$ cat src/rtl/count_seq_pkg.sv
// Shared types and defaults for the count sequencer.
// State encoding is fixed so that external debug taps can decode it.
package count_seq_pkg;

  localparam int DEF_WIDTH  = 4;
  localparam int DEF_PCNT_W = 8;

  typedef enum logic [1:0] {
    ST_IDLE = 2'd0,
    ST_LOAD = 2'd1,
    ST_RUN  = 2'd2,
    ST_DONE = 2'd3
  } state_e;

endpackage

$ cat src/rtl/sync_updown_counter.sv
// Plain synchronous up/down counter datapath; load wins over enable.
module sync_updown_counter #(
  parameter int WIDTH = count_seq_pkg::DEF_WIDTH
) (
  input  logic             clk,
  input  logic             rst,
  input  logic             load,
  input  logic [WIDTH-1:0] load_val,
  input  logic             en,
  input  logic             up,
  output logic [WIDTH-1:0] q
);

  logic [WIDTH-1:0] q_q;

  always_ff @(posedge clk) begin
    if (rst) begin
      q_q <= '0;
    end else if (load) begin
      q_q <= load_val;
    end else if (en) begin
      q_q <= up ? q_q + WIDTH'(1) : q_q - WIDTH'(1);
    end
  end

  assign q = q_q;

endmodule

$ cat src/rtl/count_sequencer.sv
// Sequences a bounded up/down count interval with done pulse, optional
// auto-reload and a saturating completed-period counter.
module count_sequencer
  import count_seq_pkg::*;
#(
  parameter int WIDTH  = DEF_WIDTH,
  parameter int PCNT_W = DEF_PCNT_W
) (
  input  logic              clk,
  input  logic              rst,
  input  logic              start,
  input  logic              stop,
  input  logic              hold,
  input  logic              dir_up,
  input  logic              reload,
  input  logic [WIDTH-1:0]  term,
  output logic [WIDTH-1:0]  count,
  output logic              busy,
  output logic              done,
  output logic [PCNT_W-1:0] periods
);

  state_e              state_q, state_d;
  logic [WIDTH-1:0]    term_q, term_d;
  logic                dir_q, dir_d;
  logic                reload_q, reload_d;
  logic [PCNT_W-1:0]   periods_q, periods_d;

  logic                cnt_load;
  logic                cnt_en;
  logic [WIDTH-1:0]    load_val;
  logic [WIDTH-1:0]    target;

  assign target   = dir_q ? term_q : '0;
  assign load_val = dir_q ? '0 : term_q;

  always_comb begin
    state_d   = state_q;
    term_d    = term_q;
    dir_d     = dir_q;
    reload_d  = reload_q;
    periods_d = periods_q;
    cnt_load  = 1'b0;
    cnt_en    = 1'b0;
    unique case (state_q)
      ST_IDLE: begin
        if (start && !stop) begin
          state_d   = ST_LOAD;
          term_d    = term;
          dir_d     = dir_up;
          reload_d  = reload;
          periods_d = '0;
        end
      end
      ST_LOAD: begin
        if (stop) begin
          state_d = ST_IDLE;
        end else begin
          cnt_load = 1'b1;
          state_d  = ST_RUN;
        end
      end
      ST_RUN: begin
        // Stop beats hold, and hold beats terminal detect.
        if (stop) begin
          state_d = ST_IDLE;
        end else if (!hold) begin
          if (count == target) begin
            state_d = ST_DONE;
          end else begin
            cnt_en = 1'b1;
          end
        end
      end
      ST_DONE: begin
        if (stop) begin
          state_d = ST_IDLE;
        end else begin
          if (periods_q != '1) begin
            periods_d = periods_q + PCNT_W'(1);
          end
          state_d = reload_q ? ST_LOAD : ST_IDLE;
        end
      end
      default: state_d = ST_IDLE;
    endcase
  end

  always_ff @(posedge clk) begin
    if (rst) begin
      state_q   <= ST_IDLE;
      term_q    <= '0;
      dir_q     <= 1'b0;
      reload_q  <= 1'b0;
      periods_q <= '0;
    end else begin
      state_q   <= state_d;
      term_q    <= term_d;
      dir_q     <= dir_d;
      reload_q  <= reload_d;
      periods_q <= periods_d;
    end
  end

  sync_updown_counter #(
    .WIDTH(WIDTH)
  ) u_counter (
    .clk      (clk),
    .rst      (rst),
    .load     (cnt_load),
    .load_val (load_val),
    .en       (cnt_en),
    .up       (dir_q),
    .q        (count)
  );

  assign busy    = (state_q != ST_IDLE);
  assign done    = (state_q == ST_DONE);
  assign periods = periods_q;

endmodule

$ cat config.mk
export PLATFORM = sky130hd
export DESIGN_NAME = count_sequencer
export DESIGN_NICKNAME = d
export VERILOG_FILES = /design/src/rtl/count_seq_pkg.sv /design/src/rtl/sync_updown_counter.sv /design/src/rtl/count_sequencer.sv
export SDC_FILE = /design/constraint.sdc
export NUM_CORES = 1
export LEC_CHECK = 0
export ABC_AREA = 1
export CORE_MARGIN = 2
export CORE_UTILIZATION = 35
export DETAILED_ROUTE_END_ITERATION = 10
export PLACE_DENSITY = 0.7
export SKIP_CTS_REPAIR_TIMING = 1
export SLEW_MARGIN = 20
export SYNTH_ARGS = -nofsm -noshare
export SYNTH_HDL_FRONTEND = slang
export SYNTH_SLANG_ARGS = --single-unit
$ cat constraint.sdc
create_clock -name clk -period 2.2 [get_ports clk]
set_clock_uncertainty 0.1 [all_clocks]
set_input_delay 0.44 -clock clk [delete_from_list [all_inputs] [get_ports clk]]
set_output_delay 0.44 -clock clk [all_outputs]
set_load 0.02 [all_outputs]
# Word level (Yosys, flattened, before mapping)
# Index checks and enable logic that the tools add are counted.
# W data, S select, Z words.
# totals
wordCells,51
out_inout_bits,14
regBits,20
in_bits,11
# op_classes
add_sub_neg,3
n_reduce_logical,9
eq_ne,10
muxes,23
# op_table
op,n
$mux W8,3
$mux W4,5
$pmux W8 S2,1
$mux W2,5
$add A8 B1 Y8 const B,1
$mux W1,8
$ne A8 B8 Y1 const B,1
$pmux W2 S4,1
$ne A3 B3 Y1 const B,2
$reduce_bool A2 Y1,3
$add A4 B1 Y4 const B,1
$eq A2 B2 Y1 const B,2
$eq A4 B4 Y1,1
$ne A2 B2 Y1 const B,2
$reduce_and A4 Y1,1
$sub A4 B1 Y4 const B,1
$reduce_and A3 Y1,1
$eq A2 B1 Y1 const B,1
$logic_not A2 Y1,1
$ne A2 B1 Y1 const B,1
$reduce_and A2 Y1,1
$logic_and A1 B1 Y1,1
$logic_not A1 Y1,1

# Longest topological paths before layout
# Gate-level depths: netlist of the first run.
# logic_depth
ltp_word,8
depth_mapped,10
depth_no_buf,9

# Modules after synthesis
# From an unflattened synthesis of the first run, not the netlist that was laid out.
# hier_totals
hier_cells,201
hier_area_um2,1300.0
# modules_own_cells
module,area_per_inst_um2,seq_area_each_um2,cells_each,instances
count_sequencer,998.5,320.3,156,1
sync_updown_counter,301.5,80.1,45,1

# Least setup slack after synthesis of the first run
# Ideal clock, no wire load.
# synth_timing
path_type,register to register
from,reg dir_q
to,reg u_counter.q_q[3] (netlist: u_counter.q[3])
n_path_buf,1
period_less_slack_ns,1.662
t_required_ns,1.985
path_stages_with_launch,10
setup_ns,0.115
slack_ns,0.538
t_arrival_ns,1.447
path_cell_list,dfxtp_1 buf_2 inv_1 ha_1 a21oi_1 nand3_1 nand3_1 nand2_1 a21oi_1 nor2_1
# synth_between
elab_chain_cells,7
elab_cells_between_ends,11
cone_classes,1 x eq/ne; 9 x mux; 1 x reduce/logical
# synth_rtl
item,line,rtl
from (decl),count_sequencer.sv:25,"logic dir_q, dir_d;"
from (signal assigned),count_sequencer.sv:99,dir_q <= dir_d;
$mux W4,count_sequencer.sv:34,assign target = dir_q ? term_q : '0;
$eq A4 B4 Y1,count_sequencer.sv:68,if (count == target) begin
$mux W1,count_sequencer.sv:68,
$mux W1,count_sequencer.sv:67,end else if (!hold) begin
$mux W1,count_sequencer.sv:65,if (stop) begin
$mux W1,count_sequencer.sv:45,unique case (state_q)
$reduce_bool A2 Y1 (no source line),n/a,
to (signal assigned),sync_updown_counter.sv:20,q_q <= load_val;
to (signal assigned),sync_updown_counter.sv:22,q_q <= up ? q_q + WIDTH'(1) : q_q - WIDTH'(1);
to (decl),sync_updown_counter.sv:14,logic [WIDTH-1:0] q_q;
# Several ways; a longest one is shown, not always the timed one. The select of a mux whose other input is x is not followed.
# A chain may end at the register's enable or synchronous reset.

# Worst setup path in the final report of the first run
# layout_timing
from,reg state_q[1]
to,out busy
# layout_between
elab_chain_cells,1
# layout_rtl
item,line,rtl
from (decl),count_sequencer.sv:23,"state_e state_q, state_d;"
from (signal assigned),count_sequencer.sv:97,state_q <= state_d;
$reduce_bool A2 Y1,count_sequencer.sv:117,assign busy = (state_q != ST_IDLE);
to (decl),count_sequencer.sv:18,"output logic busy,"
# Every way passes these cells.

==> impl_metrics.json, run 1 <==
{
  "synth_warnings": 0,
  "clk_root_buffer_cell": "clkbuf_4",
  "die_width_um": 62.6,
  "min_to": "reload_q",
  "dpl_worst_slack_ns": 0.224,
  "globalRouteOverflowTotal": 0,
  "antenna_left": 0,
  "final_common_cell": "nand2_1",
  "cp_slowest_cell": "clkdlybuf4s50_1",
  "crit_family": "buffers and inverters",
  "syn_area_per_cell_um2": 6.65,
  "dr_total_vias": 1221,
  "die-area_mm2": 0.00392,
  "port_buffers": 24,
  "start_util_pct": 36.4,
  "grt_start_max_net_pins": 20,
  "num_antenna_cells": 0,
  "hold_ws_ns": 0.407,
  "postLayoutCellArea_mm2": 0.00156,
  "finalCritPeriodShare_pct": 92.0,
  "grt_pass1_wl_mm": 4.55,
  "p_leak_uw": 0.000668,
  "timing.rr.start": "dir_q",
  "cpPeakStageDelay_ns": 0.60,
  "avgViaCountPerCell": 4.77,
  "end_kind": "output port",
  "finalCriticalPeriod_ns": 2.02,
  "worst_r2r_path_depth": 8,
  "area_delta_synth_final_pct": 29.2,
  "htreeDepth": 1,
  "worst_pin_slew_ns": 0.424,
  "critical_path_class": "flip-flop to output port",
  "finalSetupViolCount": 0,
  "synth-async-reset-ratio_pct": 0,
  "final_cell_mix": "nand2_1 (40), nor2_1 (27), clkdlybuf4s50_1 (23)",
  "cts.clk_slew.worst_paths_ns": 0.12,
  "syn-num-nets": 196,
  "syn_area_mm2": 0.00120,
  "synth_cell_type_count": 29,
  "routed_wl_mm": 2.69,
  "wl_per_cell_um": 10.5,
  "arrival_ns": 1.48,
  "fmax_mhz": 494,
  "hold_violations": 0,
  "hpwl_mm": 2.01,
  "worstHoldPathType": "flip-flop to flip-flop",
  "status": "completed",
  "die_y_um": 62.6,
  "cts.sinks": 20,
  "io_pins": 25,
  "reg2reg_to": "u_counter.q[3]",
  "first_pass_iters": 4,
  "synthCells": 181,
  "ys.flop_type": "dfxtp_1",
  "rows": 21,
  "critPathLaunchType": "flip-flop",
  "track_usage_pct": 14.2,
  "drive_above_1_share_pct": 9.52,
  "fillers": 373,
  "coreArea_mm2": 0.00331,
  "yosysTopAreaCellShare_pct": 33.3,
  "hp-start": "reload_q",
  "drt_iter0_drc": 86,
  "clock_latency_ns": 0.31,
  "cts_buffers": 3,
  "min_path_cells": 2,
  "path_cells": "nor2_4, inv_1, clkdlybuf4s50_1",
  "nets": 226,
  "p_per_area_mw_per_mm2": 543,
  "cts_buffer_depth": 2,
  "grt_setup_unrepaired": "no",
  "slew_violations": 0,
  "fin_ws_ns": 0.175,
  "grt_antenna_before_repair": 0,
  "cts_tree": "done",
  "worstPathRequired_ns": 1.66,
  "post_dp_cell_area_mm2": 0.00152,
  "cp_max_fo": 5,
  "ys_top_cells_by_area": "dfxtp_1 (33%), nand2_1 (12%), nor2_1 (8.4%)",
  "drc": 0,
  "ir_worst_vdd_v": 0.000234,
  "max-slew-margin-rel_pct": 71.5,
  "place.gp.congestion": 0.815,
  "synth_edf_count": 0,
  "final_core_util_pct": 47.0,
  "yosysTopAreaCell": "dfxtp_1",
  "first_global_vias": 1047,
  "maxCapViolations": 0,
  "synth-seq-area-share_pct": 33.3,
  "ys_ff_latch": 20,
  "r2r_setup_slack_ns": 0.52,
  "setup_tns_ns": 0,
  "critPathBufInv": 2
}
-- metal layers --
layer | track usage, % | vias up | routed length, um
met2 | 22.2 | 24 | 1230
met3 | 2.70 | 5 | 115
met4 | 5.83 | 0 | 36
met5 | 0 | - | 0
met1 | 19.2 | 545 | 1310
li1 | - | 647 | -
-- report_power, final --
part / total [uW] / switching [uW] / internal, uW
combinational: 212 / 117 / 95.4
sequential: 408 / 23.9 / 384
clock: 225 / 124 / 101
-- registers in the layout, summed over array words and instances, names as in the netlist --
register and flops:
state_q 2, reload_q 1, u_counter.q 4, periods 8, term_q 4, dir_q 1
-- tightest hold or removal path, cell delays in order, from the launching register on --
cell	delay [ns]
dfxtp_1	0.34
nor2_1	0.10
nor2_1	0.05
-- final cells by class --
type / instances / area [um2] / area share, %
multi-input combinational: 136 / 704 / 45.3
sequential: 20 / 402 / 25.8
timing repair buffer: 28 / 273 / 17.5
inverter: 22 / 82.6 / 5.31
tap: 46 / 57.6 / 3.70
clock buffer: 4 / 36.3 / 2.33
-- cells by family after synthesis --
group                      Yosys count  synth area share (%)
and+or+nand+nor                    100                  38.8
adders and majority gates            4                  4.78
DFF                                 20                  33.3
buffers and inverters               25                  8.21
AOI/OAI and AO/OA                   31                  14.2
xor gates and xnor gates             1                 0.728
-- synth_stat cells, types with 2 or more instances --
cell type,instances
nand2_1,40
nor2_1,27
dfxtp_1,20
inv_1,20
nand3_1,19
o21ai_0,15
a21oi_1,13
ha_1,3
inv_2,2
nor3_1,2
or2_0,2
-- through the flow --
stage               instances  total power, uW
finish                    256              845
global route              256              897
CTS                       256              854
detailed placement        252              631
global placement          252              627
floorplan                 181              554
-- worst max-delay path by stage --
stage | startpoint | end | slack, ns | cells after the start
final | state_q[1] | busy | 0.18 | 3
after global routing | periods[5] | periods[5] | 0.13 | 1
after CTS | state_q[0] | done | -0.03 | 3
after detailed placement | stop | u_counter.q[0] | 0.22 | 8
after global placement | stop | u_counter.q[1] | 0.23 | 5
after floorplan | dir_q | u_counter.q[3] | 0.54 | 9
(Power assumes the default switching activity.)
==> run 2: changes to the inputs <==
CORE_UTILIZATION = 40   (was 35)
PLACE_DENSITY = 0.77   (was 0.7)
TNS_END_PERCENT = 50   (was not set)
==> run 2 against run 1 <==
Flip-flop and latch count stayed put; power increased by 0.25%; wire length decreased by 0.89%; global-route usage is 2.4 points higher; setup slack got worse by 0.091 ns; non-clock buffer count increased by 2; die area fell by 12%; the run now ends with DRC left; final cell count down 5.1%; critical path depth stayed put; clock-buffer cell count unchanged; sequential share of layout area is 0.16 points higher.
==> impl_metrics.json, run 2 (synthesized netlist as in run 1, its figures left out) <==
{
  "power.total_uw": 847,
  "grt_start_max_net_pins": 20,
  "die_y_um": 58.9,
  "cts.clk_slew.worst_paths_ns": 0.12,
  "drc": 2,
  "globalRouteOverflowTotal": 0,
  "finalCritPeriodShare_pct": 96.2,
  "critPathLaunchType": "flip-flop",
  "port_buffers": 24,
  "wl_per_cell_um": 11.0,
  "start_util_pct": 42.9,
  "final_core_util_pct": 55.3,
  "worstHoldPathType": "flip-flop to flip-flop",
  "first_global_vias": 1038,
  "maxCapViolations": 0,
  "finalSetupViolCount": 0,
  "end_kind": "output port",
  "netSwitchingPower_uw": 265,
  "final_cells": 243,
  "power_frac_seq_pct": 48.2,
  "track_usage_pct": 16.7,
  "fmax_mhz": 473,
  "num_antenna_cells": 0,
  "hold_violations": 0,
  "critPathBufInv": 2,
  "clk_root_buffer_cell": "clkbuf_4",
  "grt_pass1_wl_mm": 4.49,
  "combinationalPowerShare_pct": 25.5,
  "coreArea_mm2": 0.00281,
  "worstPathRequired_ns": 1.66,
  "worst_r2r_path_depth": 9,
  "routed_wl_mm": 2.67,
  "failed_checks": "DRC",
  "avgViaCountPerCell": 5.00,
  "grt_antenna_before_repair": 0,
  "r2r_setup_slack_ns": 0.54,
  "p_leak_uw": 0.000660,
  "htreeDepth": 1,
  "arrival_ns": 1.58,
  "final_cell_mix": "nand2_1 (40), nor2_1 (27), clkdlybuf4s50_1 (24)",
  "nets": 228,
  "cts_tree": "done",
  "critical_path_class": "flip-flop to output port",
  "cts_buffers": 3,
  "cpPeakStageDelay_ns": 0.60,
  "dpl_worst_slack_ns": 0.205,
  "clock_latency_ns": 0.31,
  "slew_violations": 0,
  "hpwl_mm": 2.01,
  "grt_setup_unrepaired": "no",
  "drive_above_1_share_pct": 10.8,
  "dr_total_vias": 1215,
  "max-slew-margin-rel_pct": 65.7,
  "final_common_cell": "nand2_1",
  "status": "complete, but fails checks",
  "cp_max_fo": 7,
  "p_per_area_mw_per_mm2": 546,
  "cp_slowest_cell": "clkdlybuf4s50_1",
  "finalCriticalPeriod_ns": 2.12,
  "sw_frac_of_total_pct": 31.3,
  "area_delta_synth_final_pct": 28.8,
  "rows": 19,
  "cts.sinks": 20,
  "crit_family": "buffers and inverters",
  "fin_ws_ns": 0.0845,
  "intPower_uw": 582,
  "cts_buffer_depth": 2,
  "placedCellCount": 239,
  "drt_iter0_drc": 40,
  "largest_register_ffs": 8,
  "place.gp.congestion": 0.786,
  "clock_power_share_pct": 26.3,
  "worst_pin_slew_ns": 0.513,
  "antenna_left": 0,
  "cp_num_cells": 3,
  "first_pass_iters": 7,
  "io_pins": 25,
  "die_width_um": 58.9,
  "die-area_mm2": 0.00346,
  "ir_worst_vdd_v": 0.000361,
  "path_cells": "nand2_2, inv_1, clkdlybuf4s50_1",
  "min_path_cells": 2
}
run 2: changes by cell type in the layout (fill, tap and decap cells not counted), sizes merged:
cell / change
dlymetal6s2s: -1
clkdlybuf4s50: +1
buf: +2
run 2: layout make-up:
type / instances / area, um2
multi-input combinational: 136 / 704
sequential: 20 / 403
fill: 269 / 1250
inverter: 22 / 82.6
tap: 31 / 38.8
timing repair buffer: 30 / 285
clock buffer: 4 / 36.3
run 2: metrics by stage:
step	area [um2]	hold WS [ns]	setup TNS, ns
after floorplan	1200	0.355	0
after global placement	1510	0.377	0
after detailed placement	1510	0.380	0
after CTS	1550	0.409	-0.0406
after global routing	1550	0.431	0
final	1550	0.406	0
run 2: worst min-delay path, stage by stage (launching register included):
cell	delay, ns
dfxtp_1	0.35
nor2_1	0.05
nor2_1	0.08
run 2: worst paths after layout:
path,start,to
max,state_q[0],done
min,reload_q,reload_q
max reg2reg,periods[0],periods[5]
min reg2reg,reload_q,reload_q
run 2: power groups by stage:
stage	Combinational, uW	Sequential [uW]	Clock [uW]
3_3_place_gp	213	415	0
4_1_cts	217	408	232
5_1_grt	245	412	246
2_1_floorplan	131	423	0
6_report	216	408	223
3_5_place_dp	216	416	0
run 2: routing by layer:
metal / vias up / routed length, um / track usage, %
met5: - / 0 / 0
met1: 527 / 1270 / 21.8
met2: 31 / 1250 / 26.2
li1: 655 / - / -
met3: 2 / 132 / 4.40
met4: 0 / 13 / 6.17
==> run 3: changes to the inputs <==
GPL_TIMING_DRIVEN = 0   (was not set)
==> run 3 against run 2 <==
The run still ends with DRC left; flip-flop and latch count stayed put; via count hardly changed; wire length down 2.5%; clock power down 20%; critical path depth is the same; combinational power decreased by 3%; sequential power about the same; global-route usage decreased by 1.3 points; register-to-register slack worse by 0.20 ns; cell area shrank 2.7%; critical endpoint is now busy.
==> impl_metrics.json, run 3 (synthesized netlist as in run 1, its figures left out) <==
{
  "status": "complete, but fails checks",
  "failed_checks": "DRC",
  "cp_slowest_cell": "clkdlybuf4s50_1",
  "crit_family": "buffers and inverters",
  "fmax_mhz": 480,
  "nets": 225,
  "die_y_um": 58.9,
  "drt_iter0_drc": 55,
  "final_common_cell": "nand2_1",
  "routed_wl_mm": 2.60,
  "clk_root_buffer_cell": "clkbuf_4",
  "cts_buffer_depth": 2,
  "sw_frac_of_total_pct": 32.0,
  "cts.sinks": 20,
  "finalCritPeriodShare_pct": 94.7,
  "busiest_layer": "met2",
  "num_antenna_cells": 0,
  "area_delta_synth_final_pct": 25.3,
  "coreArea_mm2": 0.00281,
  "dpl_worst_slack_ns": 0.151,
  "cpPeakStageDelay_ns": 0.60,
  "grt_setup_unrepaired": "no",
  "critPathBufInv": 2,
  "setup_tns_ns": 0,
  "dr_total_vias": 1214,
  "use_met1_pct": 21.3,
  "critPathLaunchType": "flip-flop",
  "path_cells": "nor2_4, inv_1, clkdlybuf4s50_1",
  "grt_pass1_wl_mm": 4.17,
  "drc": 2,
  "place.gp.congestion": 0.793,
  "antenna_left": 0,
  "start_util_pct": 42.9,
  "critical_path_class": "flip-flop to output port",
  "timing.rr.start": "dir_q",
  "p_per_area_mw_per_mm2": 527,
  "grtUsageMet2_pct": 24.1,
  "cp_max_fo": 5,
  "grt_use_met3_pct": 1.98,
  "max-slew-margin-rel_pct": 69.2,
  "avgViaCountPerCell": 5.08,
  "ir_worst_vdd_v": 0.000280,
  "grt_start_max_net_pins": 11,
  "rows": 19,
  "arrival_ns": 1.54,
  "power_frac_seq_pct": 51.2,
  "clock_power_share_pct": 22.4,
  "cts_tree": "done",
  "finalCriticalPeriod_ns": 2.08,
  "netSwitchingPower_uw": 254,
  "htreeDepth": 1,
  "final_cell_mix": "nand2_1 (40), nor2_1 (27), clkdlybuf4s50_1 (23)",
  "clock_latency_ns": 0.30,
  "cp-startpoint": "state_q[0]",
  "final_cells": 239,
  "worst_pin_slew_ns": 0.459,
  "largest_register_ffs": 8,
  "first_pass_iters": 7,
  "postLayoutCellArea_mm2": 0.00151,
  "grt_antenna_before_repair": 0,
  "hpwl_mm": 1.92,
  "port_buffers": 24,
  "globalRouteOverflowTotal": 0,
  "end_kind": "output port",
  "maxCapViolations": 0,
  "io_pins": 25,
  "track_usage_pct": 15.3,
  "cts_buffers": 3,
  "hp-start": "reload_q",
  "wl_per_cell_um": 10.9,
  "worstPathRequired_ns": 1.66,
  "intPower_uw": 540,
  "die-area_mm2": 0.00346,
  "drive_above_1_share_pct": 7.69,
  "p_leak_uw": 0.000651,
  "hold_violations": 0,
  "placedCellCount": 236,
  "slew_violations": 0,
  "worstHoldPathType": "flip-flop to flip-flop",
  "post_dp_cell_area_mm2": 0.00148,
  "first_global_vias": 977,
  "finalSetupViolCount": 0,
  "die_width_um": 58.9,
  "power.total_uw": 794,
  "fin_ws_ns": 0.117,
  "cts.clk_slew.worst_paths_ns": 0.11,
  "combinationalPowerShare_pct": 26.4
}
[run 3: cell types whose count changed in the layout (fill, tap and decap cells not counted), sizes merged]
cell           previous run  this run
buf                       6         2
clkdlybuf4s50            24        23
dlymetal6s2s              0         1
[run 3: per-layer routing]
metal,vias up,wire length (um)
met3,5,122
met5,-,0
li1,641,-
met4,0,38
met1,541,1290
met2,27,1140
[run 3: stage by stage]
stage | hold WS [ns] | util, %
after global routing | 0.440 | 53.7
final | 0.404 | 53.7
after detailed placement | 0.381 | 52.9
after global placement | 0.378 | 52.9
after floorplan | 0.355 | -
after CTS | 0.408 | 53.7
[run 3: worst min-delay path: cells and delay by family, from the launching register on]
kind	cells	cell delay (ns)
DFF	1	0.35
and+or+nand+nor	2	0.13
[run 3: power groups by stage]
stage	sequential (uW)	combinational (uW)	clock (uW)
floorplan	423	131	0
global placement	415	209	0
detailed placement	415	211	0
CTS	407	212	188
global route	411	233	198
finish	407	210	178
[run 3: layout make-up]
class / count / area, um2
Clock buffer: 3 / 22.5
Buffer: 3 / 16.3
Fill cell: 290 / 1300
Tap cell: 31 / 38.8
Inverter: 22 / 82.6
Sequential cell: 20 / 400
Multi-Input combinational cell: 136 / 704
Timing Repair Buffer: 24 / 243
[run 3: path summary, 6_finish.rpt]
check / to / slack, ns / cells past startpoint
worst max-delay path: busy / 0.12 / 3
worst min-delay path: reload_q / 0.40 / 2
worst max register to register: u_counter.q[3] / 0.34 / 9
worst min register to register: reload_q / 0.40 / 2
